$ cat config.mk
export PLATFORM = sky130hd
export DESIGN_NAME = arinc_rx_word_fifo
export DESIGN_NICKNAME = d
export VERILOG_FILES = /design/src/rtl/arinc_rx_word_fifo.sv
export SDC_FILE = /design/constraint.sdc
export NUM_CORES = 1
export LEC_CHECK = 0
export ABC_AREA = 1
export BUFFER_PORTS_ARGS = -buffer_cell sky130_fd_sc_hd__buf_4
export CAP_MARGIN = 25
export CORE_MARGIN = 10
export CORE_UTILIZATION = 43
export DETAILED_ROUTE_END_ITERATION = 10
export GPL_ROUTABILITY_DRIVEN = 0
export PLACE_DENSITY = 0.66
export SYNTH_ARGS = -nofsm -noshare
export SYNTH_HDL_FRONTEND = slang
export SYNTH_SLANG_ARGS = --single-unit
$ cat constraint.sdc
create_clock -name Clk -period 5.3 [get_ports Clk]
set_clock_uncertainty 0.2 [all_clocks]
set_input_delay 0.795 -clock Clk [delete_from_list [all_inputs] [get_ports Clk]]
set_output_delay 0.795 -clock Clk [all_outputs]
set_load 0.01 [all_outputs]
$ cat src/rtl/arinc_rx_word_fifo.sv
// ---------------------------------------------------------------------------
// arinc_rx_word_fifo
//   Receive-side word buffer that sits behind the ARINC429 bit decoder.
//   Each word strobed by the decoder is parity checked (odd parity over all
//   32 bits). Words that pass are queued in a synchronous FIFO until the host
//   reads them. A parity error is reported as a one-cycle pulse. A word that
//   is lost because the FIFO is full sets a sticky overflow flag.
//
//   Optional feature macro: ARINC_RX_LABEL_FILTER_EN
//     Adds a 256-entry per-label enable table and its write port.
//     A word whose label entry is 0 is discarded silently.
//
// Ports
//   Clk        in   system clock, posedge
//   Rst        in   synchronous reset, active-high
//   In         in   decoded word ([7:0] label, [31] parity)
//   In_valid   in   one-cycle strobe for In
//   Rd_en      in   host read request, one word per cycle
//   Ovf_clr    in   clears Overflow (a same-cycle overflow wins)
//   Lbl_wr     in   label table write strobe     (filter builds only)
//   Lbl_addr   in   label table entry to write   (filter builds only)
//   Lbl_data   in   new enable bit for the entry (filter builds only)
//   Out        out  word read from the FIFO, held between reads
//   Out_valid  out  one-cycle pulse: Out was updated by a read
//   Empty      out  FIFO holds no words
//   Full       out  FIFO holds DEPTH words
//   Count      out  number of stored words, 0..DEPTH
//   Par_err    out  one-cycle pulse: the previous strobed word had even parity
//   Overflow   out  sticky: a word was dropped because the FIFO was full
// ---------------------------------------------------------------------------
module arinc_rx_word_fifo #(
    parameter int DEPTH   = 16,
    parameter int ADDR_W  = 4,
    parameter int PAR_CHK = 1
) (
    input  logic              Clk,
    input  logic              Rst,
    input  logic [31:0]       In,
    input  logic              In_valid,
    input  logic              Rd_en,
    input  logic              Ovf_clr,
`ifdef ARINC_RX_LABEL_FILTER_EN
    input  logic              Lbl_wr,
    input  logic [7:0]        Lbl_addr,
    input  logic              Lbl_data,
`endif
    output logic [31:0]       Out,
    output logic              Out_valid,
    output logic              Empty,
    output logic              Full,
    output logic [ADDR_W:0]   Count,
    output logic              Par_err,
    output logic              Overflow
);

    localparam logic [ADDR_W:0] FULL_CNT = (ADDR_W + 1)'(DEPTH);
    localparam bit              CHK_ON   = (PAR_CHK != 0);

    logic [31:0]       mem [DEPTH];
    logic [ADDR_W-1:0] wr_ptr;
    logic [ADDR_W-1:0] rd_ptr;
    logic [ADDR_W:0]   count_nxt;
    logic              par_ok;
    logic              lbl_pass;
    logic              accept;
    logic              rd_eff;
    logic              wr_eff;
    logic              drop;

`ifdef ARINC_RX_LABEL_FILTER_EN
    logic [255:0] lbl_en;

    // The table is read combinationally from its registered value, so a
    // write only affects words strobed on later cycles.
    always_ff @(posedge Clk) begin
        if (Rst) begin
            lbl_en <= '1;
        end else if (Lbl_wr) begin
            lbl_en[Lbl_addr] <= Lbl_data;
        end
    end

    assign lbl_pass = lbl_en[In[7:0]];
`else
    assign lbl_pass = 1'b1;
`endif

    assign par_ok = ^In;
    assign accept = In_valid & lbl_pass & (par_ok | ~CHK_ON);
    assign rd_eff = Rd_en & ~Empty;
    // When full, a same-cycle read frees the slot the write lands in.
    assign wr_eff = accept & (~Full | rd_eff);
    assign drop   = accept & Full & ~rd_eff;

    always_comb begin
        count_nxt = Count;
        if (wr_eff && !rd_eff) begin
            count_nxt = Count + 1'b1;
        end else if (rd_eff && !wr_eff) begin
            count_nxt = Count - 1'b1;
        end
    end

    // Storage is not reset; contents are don't-care until written.
    always_ff @(posedge Clk) begin
        if (!Rst && wr_eff) begin
            mem[wr_ptr] <= In;
        end
    end

    always_ff @(posedge Clk) begin
        if (Rst) begin
            wr_ptr    <= '0;
            rd_ptr    <= '0;
            Count     <= '0;
            Empty     <= 1'b1;
            Full      <= 1'b0;
            Out       <= '0;
            Out_valid <= 1'b0;
            Par_err   <= 1'b0;
            Overflow  <= 1'b0;
        end else begin
            if (wr_eff) begin
                wr_ptr <= wr_ptr + 1'b1;
            end
            if (rd_eff) begin
                rd_ptr <= rd_ptr + 1'b1;
                Out    <= mem[rd_ptr];
            end
            Out_valid <= rd_eff;
            Count     <= count_nxt;
            Empty     <= (count_nxt == '0);
            Full      <= (count_nxt == FULL_CNT);
            Par_err   <= In_valid & ~par_ok;
            if (drop) begin
                Overflow <= 1'b1;
            end else if (Ovf_clr) begin
                Overflow <= 1'b0;
            end
        end
    end

endmodule
After elaboration in Yosys (flattened, before gate mapping)
Memories as Yosys holds them, arrays and structs flattened. A register that Yosys moved wholly into a read port is not among the register bits.
Cells that the tools add are included.
W data, S select, Z words.
{"block": "totals", "ramBits": 512, "reg_bits": 18, "inputBits": 37, "mem_count": 1, "wordCells": 40, "output_inout_bits": 42}
{"memory": "mem", "depth": 16, "width": 32, "read_ports": 1, "rd_clocked_by_memory_dff": 1, "write_ports": 1, "line_no": "59", "text": "logic [31:0] mem [DEPTH];"}
{"block": "op_classes", "eq_ne": 1, "reduce_logical": 9, "n_mux": 6, "add_sub_neg": 4, "bitwise": 11}
{"cell": "$reduce_xor A32 Y1", "n": 1}
{"cell": "$mux W5", "n": 2}
{"cell": "$add A4 B1 Y4 const B", "n": 2}
{"cell": "$and A1 B1 Y1", "n": 6}
{"cell": "$add A5 B1 Y5 const B", "n": 1}
{"cell": "$eq A5 B5 Y1 const B", "n": 1}
{"cell": "$logic_not A5 Y1", "n": 1}
{"cell": "$sub A5 B1 Y5 const B", "n": 1}
{"cell": "$mux W1", "n": 4}
{"cell": "$not A1 Y1", "n": 4}
{"cell": "$logic_and A1 B1 Y1", "n": 3}
{"cell": "$logic_not A1 Y1", "n": 3}
{"cell": "$reduce_bool A2 Y1", "n": 1}
{"cell": "$or A1 B1 Y1", "n": 1}

Depth between registers and ports, before layout
Gate-level depths: netlist of run 1.
{"block": "depth", "word_depth": 9, "depth_mapped": 19, "ltp_nobuf": 19}

Least setup slack after synthesis of run 1
OpenSTA, ideal clock, no wires.
{"block": "synth_path", "kind": "input port to flip-flop", "startpoint": "input port In[24]", "endpoint": "memory mem[0][0] (enable)", "slack_ns": 0.506, "setup_ns": 0.461, "path_buffers": 0, "stages": 17, "t_arrival_ns": 4.132, "t_required_ns": 4.639, "cell_sequence": "inv_1 > nand2_1 > nand2_1 > inv_2 > nand2_1 > nand2_1 > nand2_1 > nand2_1 > nand2_1 > nand2_1 > nand2_2 > nand3_4 > inv_2 > o21ai_2 > nor2_4 > nand2_2 > nor3_1"}
{"block": "synth_via", "elab_chain_cells": 6}
{"element": "from (decl)", "line_no": "38", "text": "input logic [31:0] In,"}
{"element": "$reduce_xor A32 Y1", "line_no": "88", "text": "assign par_ok = ^In;"}
{"element": "$and A1 B1 Y1", "line_no": "89", "text": "assign accept = In_valid & lbl_pass & (par_ok | ~CHK_ON);"}
{"element": "$and A1 B1 Y1", "line_no": "92", "text": "assign wr_eff = accept & (~Full | rd_eff);"}
{"element": "$logic_and A1 B1 Y1", "line_no": "106", "text": "if (!Rst && wr_eff) begin"}
{"element": "$mux W1", "line_no": "106"}
{"element": "$mux W1 (implied by the code)", "line_no": "107", "text": "mem[wr_ptr] <= In;"}
{"element": "to (decl)", "line_no": "59"}
Every way passes these cells.

==> results of run 1 <==
[state kept, by name, indices dropped and copies added, names as in the netlist]
name	flops
Empty	1
Overflow	1
Par_err	1
Full	1
rd_ptr	4
Out	32
mem	512
wr_ptr	4
Count	5
Out_valid	1
[layer usage]
metal	track usage	part of all wire	vias up
li1	-	-	6910
met1	0.252	0.44	7756
met2	0.297	0.47	608
met3	0.0293	0.067	103
met4	0.0494	0.022	0
met5	0	0	-
[cell type report]
type	count	area share
clock buffers	78	0.0608
clock inverters	29	0.0156
flip-flops and latches	562	0.628
repair buffers	116	0.0363
multi-input cells	1083	0.213
inverters	92	0.0135
well taps	688	0.0330
[Yosys cell counts, types with 2 or more instances]
master    number  share of area
o21ai_0      261          0.058
buf_4          3        0.00099
buf_2         16         0.0035
nand2_1      194          0.032
dfxtp_1       50          0.044
o311ai_0       3         0.0012
ha_1           7         0.0039
nor2_1       314          0.052
edfxtp_1     512           0.68
clkbuf_1      92          0.015
inv_1         77          0.013
nor2_2         7         0.0019
inv_2         14         0.0023
o211ai_1      32          0.011
buf_1          6        0.00099
nand3_1       78          0.017
o22ai_1       40          0.011
nand4_1        2        0.00055
a21oi_1       13         0.0029
nand2_2        7         0.0019
o221ai_1      88          0.034
nor3_1         9         0.0020
o311ai_1      17         0.0066
xor2_1         4         0.0015
[worst max-delay path, stage by stage (launching register included)]
cell      delay, ns
dfxtp_4        0.53
clkinv_2       0.38
buf_4          0.83
o21ai_0        0.24
o22ai_1        0.17
nor2_1         0.06
o311ai_1       0.68
o211ai_1       0.18
inv_1          0.09
[metrics by stage]
stage          setup slack, ns  hold slack (ns)
2_1_floorplan            0.506            0.287
3_3_place_gp              1.32            0.257
3_5_place_dp              1.30            0.264
4_1_cts                   1.88            0.197
5_1_grt                   1.61            0.232
6_report                  1.84            0.234
[placed cells by master, fill, tap and decap left out, types with 4 or more instances in the layout]
cell type	n
ha_1	7
nand2_2	7
clkinv_1	4
nand2_1	194
buf_4	111
xor2_1	4
o21ai_0	261
inv_1	75
nand3_1	78
a21oi_1	13
bufinv_16	9
nor3_2	8
inv_2	14
nor2_4	10
dfxtp_1	47
o221ai_1	88
clkbuf_1	14
clkbuf_8	6
o211ai_1	32
o22ai_1	40
edfxtp_1	512
o311ai_1	17
clkbuf_16	58
nor2_2	6
nor2_1	306
clkinv_2	11
[report_power, final]
| group | internal, mW | switching [mW] |
|---|---|---|
| sequential | 4.96 | 0.122 |
| clock | 2.54 | 1.71 |
| combinational | 0.523 | 1.09 |
| total | 8.02 | 2.92 |
[worst max-delay path by stage]
stage	endpoint	depth (start not counted)	start
after floorplan	mem[0][0]$_DFFE_PP_	17	In[24]
after global placement	mem[6][25]$_DFFE_PP_	19	In[8]
after detailed placement	mem[14][20]$_DFFE_PP_	19	In[10]
after CTS	Out[24]$_SDFFE_PP0P_	8	rd_ptr[1]$_SDFFE_PP0P_
after global routing	Out[27]$_SDFFE_PP0P_	8	rd_ptr[1]$_SDFFE_PP0P_
final	Out[27]$_SDFFE_PP0P_	8	rd_ptr[1]$_SDFFE_PP0P_
[cells by family (layout without fill, tap and decap cells)]
family / after synthesis / in the layout / synth area share
buffers and inverters: 210 / 315 / 0.0362
adders and majority gates: 7 / 7 / 0.00387
DFF: 562 / 562 / 0.723
and+or+nand+nor: 615 / 615 / 0.110
AOI/OAI and AO/OA: 456 / 456 / 0.125
xor gates and xnor gates: 5 / 5 / 0.00193
==> results.ini, run 1 <==
[run_status]
status = complete, no violations

[route]
drt_first_pass_iters = 7
route.detailed.drc = 0
vias = 15400
viasPerCell = 5.81
drtIter0Drc = 1630
antenna_left = 0
wl_um = 59100
detail_route.wl_per_cell_um = 22.3

[timing]
layout_min_cycle_time_ns = 3.46
fmax_ghz = 0.289
tightestPinTransition_ns = 1.05
rsz0062_at_grt = no
hold_viol = 0
maxSlewHeadroom = 0.299
fin_crit_sh = 0.654
setup_viol = 0
slew_viol_final = 0
finalSetupTns_ns = 0

[synthesis]
yosysSeqAreaShare = 0.723
ys_ff_latch = 562
netlist_instances = 1855
async_flop_share = 0
syn_area_per_cell_um2 = 12.2
synth.distinct_cells = 33
synth_area_um2 = 22700
synth_ff_type = edfxtp_1
synth_fp_nets = 1899
ys_warn_count = 0
synth_edf_count = 512

[worst_setup_path]
timing.rr.end = Out[27]$_SDFFE_PP0P_
rr_worst_depth = 8
endpoint_kind = flip-flop
crit_path_max_fanout = 80
worstSetupPathType = reg -> reg
r2r_setup_slack_ns = 1.84
cp_data_required_time_ns = 5.67
start_kind = flip-flop
worst_ep_arrival_time_ns = 3.83
worstReg2RegStart = rd_ptr[1]$_SDFFE_PP0P_

[cts]
tritoncts = yes
numCtsBuffers = 57
clk_latency_ns = 0.62
htree_levels = 2
cts_sinks = 562
clock_path_buffers = 3
postCtsResizedCells = 0
cts.clk_slew.worst_paths_ns = 0.06
cts_setup_buffers = 0
cts_root_buf = clkbuf_16
ctsHoldBuffers = 0

[die]
start_util = 0.433
die_w_um = 250
core_region_area_um2 = 52300
chipHeight_um = 250
rows = 84
die_area_um2 = 62300
ios = 79

[cells_and_area]
seqCellArea_um2 = 16400
syn_to_final_growth_pct = 15.2
nets = 1956
final_cells = 2648
fill_cells = 4486
antenna_cells = 0
fin_area_um2 = 26100
utilization = 0.499
multiInputGateArea_um2 = 5560
drive_gt1_frac = 0.133

[pwr]
powerDensity_nw_per_um2 = 419
ir_drop_v = 0.000306
p_leak_nw = 9.17
total_power_mw = 10.9

[flow_run]
drv_cap = 0

[min_path]
worstHoldStart = Ovf_clr
min_to = Overflow$_SDFFE_PP0P_
hold_path_class = in -> reg
hold_depth = 4

[placed_design]
hpwl_um = 31800
numPlacedInstances = 2540
io_buffers = 78
postPlaceCellArea_um2 = 24100

[global_routing]
grtUsageTotal = 0.184
grt_pass1_vias = 14800
grt_max_degree = 111
antenna_found_initial = 0
gr-total-overflow = 0
grt_pass1_wl_um = 90700

Power figures use the tool's default switching activity.
==> run 2: changes to the inputs <==
Clock period 5.3 ns to 3.54 ns, I/O delays scaled along.
==> results.ini, run 2 (synthesis gave the netlist of run 1 again) <==
[pwr]
p_leak_nw = 9.25  ; +0.86%
powerDensity_nw_per_um2 = 609  ; +45%
ir_drop_v = 0.000466  ; +52%

[timing]
setup_viol = 0  ; unchanged
worst_slack_ns = 0.438  ; -1.40 ns
hold_viol = 0  ; unchanged
tightestPinTransition_ns = 1.00  ; -0.0471 ns
rsz0062_at_grt = no
fmax_ghz = 0.322
slew_viol_final = 0  ; unchanged
maxSlewHeadroom = 0.330  ; +0.0314
layout_min_cycle_time_ns = 3.10
fin_crit_sh = 0.876

[cts]
tritoncts = yes
cts_root_buf = clkbuf_16
numCtsBuffers = 56  ; -1.8%
cts_setup_buffers = 0  ; unchanged
clk_latency_ns = 0.62  ; about the same
cts_sinks = 562  ; unchanged
htree_levels = 2  ; unchanged
clock_path_buffers = 3  ; unchanged
ctsHoldBuffers = 4  ; +4
postCtsResizedCells = 0  ; unchanged
cts.clk_slew.worst_paths_ns = 0.06  ; about the same

[worst_setup_path]
worst_ep_arrival_time_ns = 3.19  ; -0.64 ns
rr_worst_depth = 8  ; unchanged
r2r_setup_slack_ns = 0.83  ; -1.01 ns
endpoint_kind = flip-flop
worstSetupPathType = in -> reg
start_kind = input pin
cp_data_required_time_ns = 3.63  ; -2.04 ns
crit_path_max_fanout = 32  ; -60%

[run_status]
status = complete, no violations

[placed_design]
numPlacedInstances = 2554  ; +0.55%
io_buffers = 78  ; unchanged
place_ws_ns = 0.305  ; -0.996 ns
hpwl_um = 31800  ; +0.14%

[die]
start_util = 0.433  ; unchanged
die_area_um2 = 62300  ; unchanged
ios = 79  ; unchanged
chipHeight_um = 250  ; unchanged
die_w_um = 250  ; unchanged
rows = 84  ; unchanged
core_region_area_um2 = 52300  ; unchanged

[cells_and_area]
drive_gt1_frac = 0.137  ; +0.00413
antenna_cells = 0  ; unchanged
final_cell_mix = edfxtp_1 (512), nor2_1 (306), o21ai_0 (261), nand2_1 (194), buf_4 (105)
multiInputGateArea_um2 = 5590  ; +0.45%
largest-register = mem
utilization = 0.504  ; +0.00488
reg.largest.list = mem: 512 flops, Out: 32 flops, Count: 5 flops
fill_cells = 4466  ; -0.45%
nets = 1972  ; +0.82%
largest_register_ffs = 512  ; unchanged
syn_to_final_growth_pct = 16.4
layout_commonest_cell = edfxtp_1
final_cells = 2662  ; +0.53%
seqCellArea_um2 = 16400  ; unchanged

[global_routing]
antenna_found_initial = 1  ; +1
grtUsageTotal = 0.178  ; -0.00519
grt_pass1_wl_um = 87900  ; -3.2%
gr-total-overflow = 0  ; unchanged
grt_max_degree = 131  ; +18%
grt_pass1_vias = 14700  ; -0.82%

[min_path]
hold_path_class = in -> reg
hold_depth = 1  ; -3

[route]
route.detailed.drc = 0  ; unchanged
viasPerCell = 5.65  ; -2.7%
drt_first_pass_iters = 5  ; -2
vias = 15000  ; -2.1%
detail_route.wl_per_cell_um = 21.4  ; -4.1%
antenna_left = 0  ; unchanged
wl_um = 57000  ; -3.6%
drtIter0Drc = 1603  ; -1.7%

[flow_run]
drv_cap = 0  ; unchanged

==> run 2: final cells by class <==
type / count / share of cell area
sequential: 562 / 0.622
multi-input combinational: 1083 / 0.212
clock buffer: 80 / 0.0596
timing repair buffer: 133 / 0.0497
tap: 688 / 0.0327
inverter: 92 / 0.0133
clock inverter: 24 / 0.0111
==> run 2: metal layers <==
| layer | global-route usage | wire length [um] | up-vias |
|---|---|---|---|
| met5 | 0 | 7 | - |
| met4 | 0.0519 | 1290 | 2 |
| met3 | 0.0326 | 3830 | 104 |
| met2 | 0.291 | 27300 | 524 |
| met1 | 0.239 | 24600 | 7474 |
| li1 | - | - | 6944 |
==> run 2: critical path: stages <==
cell and delay [ns]:
dlygate4sd3_1 0.54, buf_4 0.17, inv_1 0.07, nand2_1 0.06
nand2_1 0.10, nand2_1 0.07, nand2_1 0.10, inv_2 0.03
nand2_1 0.04, nand2_1 0.07, nand2_1 0.06, nand2_1 0.08
nand2_2 0.10, nand3_4 0.14, inv_2 0.11, o21ai_2 0.11
nor2_4 0.13, nand2_2 0.16, nor3_4 0.20, buf_12 0.28
==> run 2: per-stage QoR <==
| stage | area (um^2) | TNS, ns | power (mW) | hold slack [ns] |
|---|---|---|---|---|
| 2_1_floorplan | 22700 | -133.00 | 9.26 | 0.287 |
| 3_3_place_gp | 24500 | 0 | 10.1 | 0.256 |
| 3_5_place_dp | 24500 | 0 | 10.2 | 0.257 |
| 4_1_cts | 26400 | 0 | 16.2 | 0.0191 |
| 5_1_grt | 26400 | 0 | 16.7 | 0.0407 |
| 6_report | 26400 | 0 | 16.1 | 0.0477 |
==> run 2: power by group <==
group / total [mW] / switching (mW) / internal, mW
logic: 2.50 / 1.66 / 0.832
clock network: 6.00 / 2.48 / 3.52
registers: 7.56 / 0.129 / 7.43
total: 16.1 / 4.27 / 11.8
==> run 2: final timing paths <==
| check | startpoint | endpoint |
|---|---|---|
| min reg2reg | Overflow$_SDFFE_PP0P_ | Overflow$_SDFFE_PP0P_ |
| max reg2reg | rd_ptr[0]$_SDFFE_PP0P_ | Out[10]$_SDFFE_PP0P_ |
| max | In[30] | mem[2][10]$_DFFE_PP_ |
| min | In[10] | mem[5][10]$_DFFE_PP_ |
==> run 3: changes to the inputs <==
Settings changed: PLACE_DENSITY 0.66 to 0.6.
==> results.ini, run 3 (synthesis gave the netlist of run 1 again) <==
[worst_setup_path]
rr_worst_depth = 8  ; unchanged
endpoint_kind = flip-flop
cp_data_required_time_ns = 3.61  ; -0.02 ns
start_kind = input pin
crit_path_max_fanout = 32  ; unchanged
worstSetupPathType = in -> reg
worst_ep_arrival_time_ns = 3.17  ; -0.02 ns

[pwr]
p_leak_nw = 9.34  ; +0.99%
switchingPower_mw = 4.37  ; +2.3%
seq_power_share = 0.466  ; -0.005
ir_drop_v = 0.000469  ; +0.80%
p_clk_frac = 0.379  ; +0.005
p_int_mw = 11.9  ; +0.95%
total_power_mw = 16.3  ; +1.3%
netSwitchingFraction = 0.269  ; +0.00269
powerDensity_nw_per_um2 = 613  ; +0.64%
p_comb_frac = 0.156  ; about the same

[min_path]
hold_depth = 3  ; +2
hold_path_class = in -> reg

[die]
rows = 84  ; unchanged
die_w_um = 250  ; unchanged
start_util = 0.433  ; unchanged
chipHeight_um = 250  ; unchanged
core_region_area_um2 = 52300  ; unchanged
die_area_um2 = 62300  ; unchanged
ios = 79  ; unchanged

[cts]
postCtsResizedCells = 0  ; unchanged
htree_levels = 2  ; unchanged
cts_sinks = 562  ; unchanged
clk_latency_ns = 0.62  ; about the same
clock_path_buffers = 3  ; unchanged
cts.clk_slew.worst_paths_ns = 0.06  ; about the same
cts_root_buf = clkbuf_16
tritoncts = yes
numCtsBuffers = 58  ; +3.6%

[route]
highest_layer = met5
met2_length_um = 28100  ; +3.0%
wl_um = 59200  ; +3.8%
drtIter0Drc = 1464  ; -8.7%
route.detailed.drc = 0  ; unchanged
vias = 15100  ; +0.20%
antenna_left = 0  ; unchanged
drt_first_pass_iters = 5  ; unchanged
viasPerCell = 5.63  ; -0.47%
wl_met1_um = 26300  ; +7.0%
wl_met3_um = 3460  ; -9.6%
detail_route.wl_per_cell_um = 22.1  ; +3.1%

[timing]
maxSlewHeadroom = 0.521  ; +0.191
whs_ns = 0.0369  ; -0.0109 ns
fin_crit_sh = 0.877  ; +0.000935
rsz0062_at_grt = no
fmax_ghz = 0.322  ; -0.11%
slew_viol_final = 0  ; unchanged
setup_viol = 0  ; unchanged
tightestPinTransition_ns = 0.717  ; -0.287 ns
layout_min_cycle_time_ns = 3.11  ; +0.00331 ns
hold_viol = 0  ; unchanged

[cells_and_area]
final_cells = 2680  ; +0.68%
largest-register = mem
nets = 1987  ; +0.76%
largest_register_ffs = 512  ; unchanged
drive_gt1_frac = 0.142  ; +0.00529
reg.largest.list = mem: 512 flops, Out: 32 flops, Count: 5 flops
antenna_cells = 0  ; unchanged
fill_cells = 4492  ; +0.58%
layout_commonest_cell = edfxtp_1
final_cell_mix = edfxtp_1 (512), nor2_1 (306), o21ai_0 (261), nand2_1 (194), buf_4 (116)
syn_to_final_growth_pct = 17.1

[global_routing]
grt_pass1_vias = 14600  ; -0.35%
antenna_found_initial = 1  ; unchanged
grt_max_degree = 120  ; -8.4%
gr-total-overflow = 0  ; unchanged
grt_pass1_wl_um = 89900  ; +2.3%
grtUsageTotal = 0.186  ; +0.00727

[placed_design]
hpwl_um = 32700  ; +2.9%
numPlacedInstances = 2564  ; +0.39%
io_buffers = 78  ; unchanged

[flow_run]
drv_cap = 0  ; unchanged

[run_status]
status = complete, no violations

run 3: metal layers:
layer | GRT usage | up-vias
li1 | - | 7000
met3 | 0.0276 | 78
met1 | 0.255 | 7496
met2 | 0.300 | 502
met4 | 0.0537 | 2
met5 | 0 | -
run 3: what timing repair did:
item | in CTS | in global routing
hold buffers | 7 | 0
setup buffers | 0 | 0
endpoints found under the hold margin | 8 | 0
run 3: final cells by class:
type                    instances  area (um^2)  share of cell area
well taps                     688          861              0.0324
clock inverters                35          357              0.0134
inverters                      92          352              0.0133
multi-input cells            1083         5590               0.210
flip-flops and latches        562        16400               0.617
repair buffers                146         1400              0.0528
clock buffers                  74         1590              0.0601
run 3: final timing paths:
| path | slack (ns) | endpoint | from |
|---|---|---|---|
| worst max-delay path | 0.43 | mem[11][7]$_DFFE_PP_ | In[10] |
| worst min-delay path | 0.04 | Par_err$_SDFF_PP0_ | In_valid |
| worst max register to register | 0.94 | Out[20]$_SDFFE_PP0P_ | rd_ptr[0]$_SDFFE_PP0P_ |
| worst min register to register | 0.27 | Overflow$_SDFFE_PP0P_ | Overflow$_SDFFE_PP0P_ |
run 3: through the flow:
stage / instance area [um^2] / util / setup WS (ns) / setup TNS, ns
floorplan: 22700 / - / -0.939 / -133.00
CTS: 26500 / 0.507 / 0.415 / 0
detailed placement: 24500 / 0.468 / 0.301 / 0
finish: 26500 / 0.507 / 0.435 / 0
global route: 26500 / 0.507 / 0.216 / 0
global placement: 24500 / 0.468 / 0.331 / 0
run 3: critical path, cell delays in order:
cell and delay (ns):
dlygate4sd3_1 0.57, buf_4 0.17, inv_1 0.07, nand2_1 0.05
nand2_1 0.08, nand2_1 0.05, nand2_1 0.06, nand2_1 0.05
nand2_1 0.13, inv_1 0.07, nand2_1 0.06, nand2_1 0.07
nand2_2 0.08, nand3_4 0.13, a21oi_2 0.21, nand2_1 0.23
nor3_2 0.23, buf_12 0.31
run 3: power by group through the flow:
stage | Clock (mW) | Sequential, mW | Combinational (mW)
2_1_floorplan | 0 | 7.70 | 1.55
3_3_place_gp | 0 | 7.71 | 2.49
3_5_place_dp | 0 | 7.71 | 2.54
4_1_cts | 6.27 | 7.57 | 2.55
5_1_grt | 6.56 | 7.59 | 2.83
6_report | 6.16 | 7.57 | 2.53
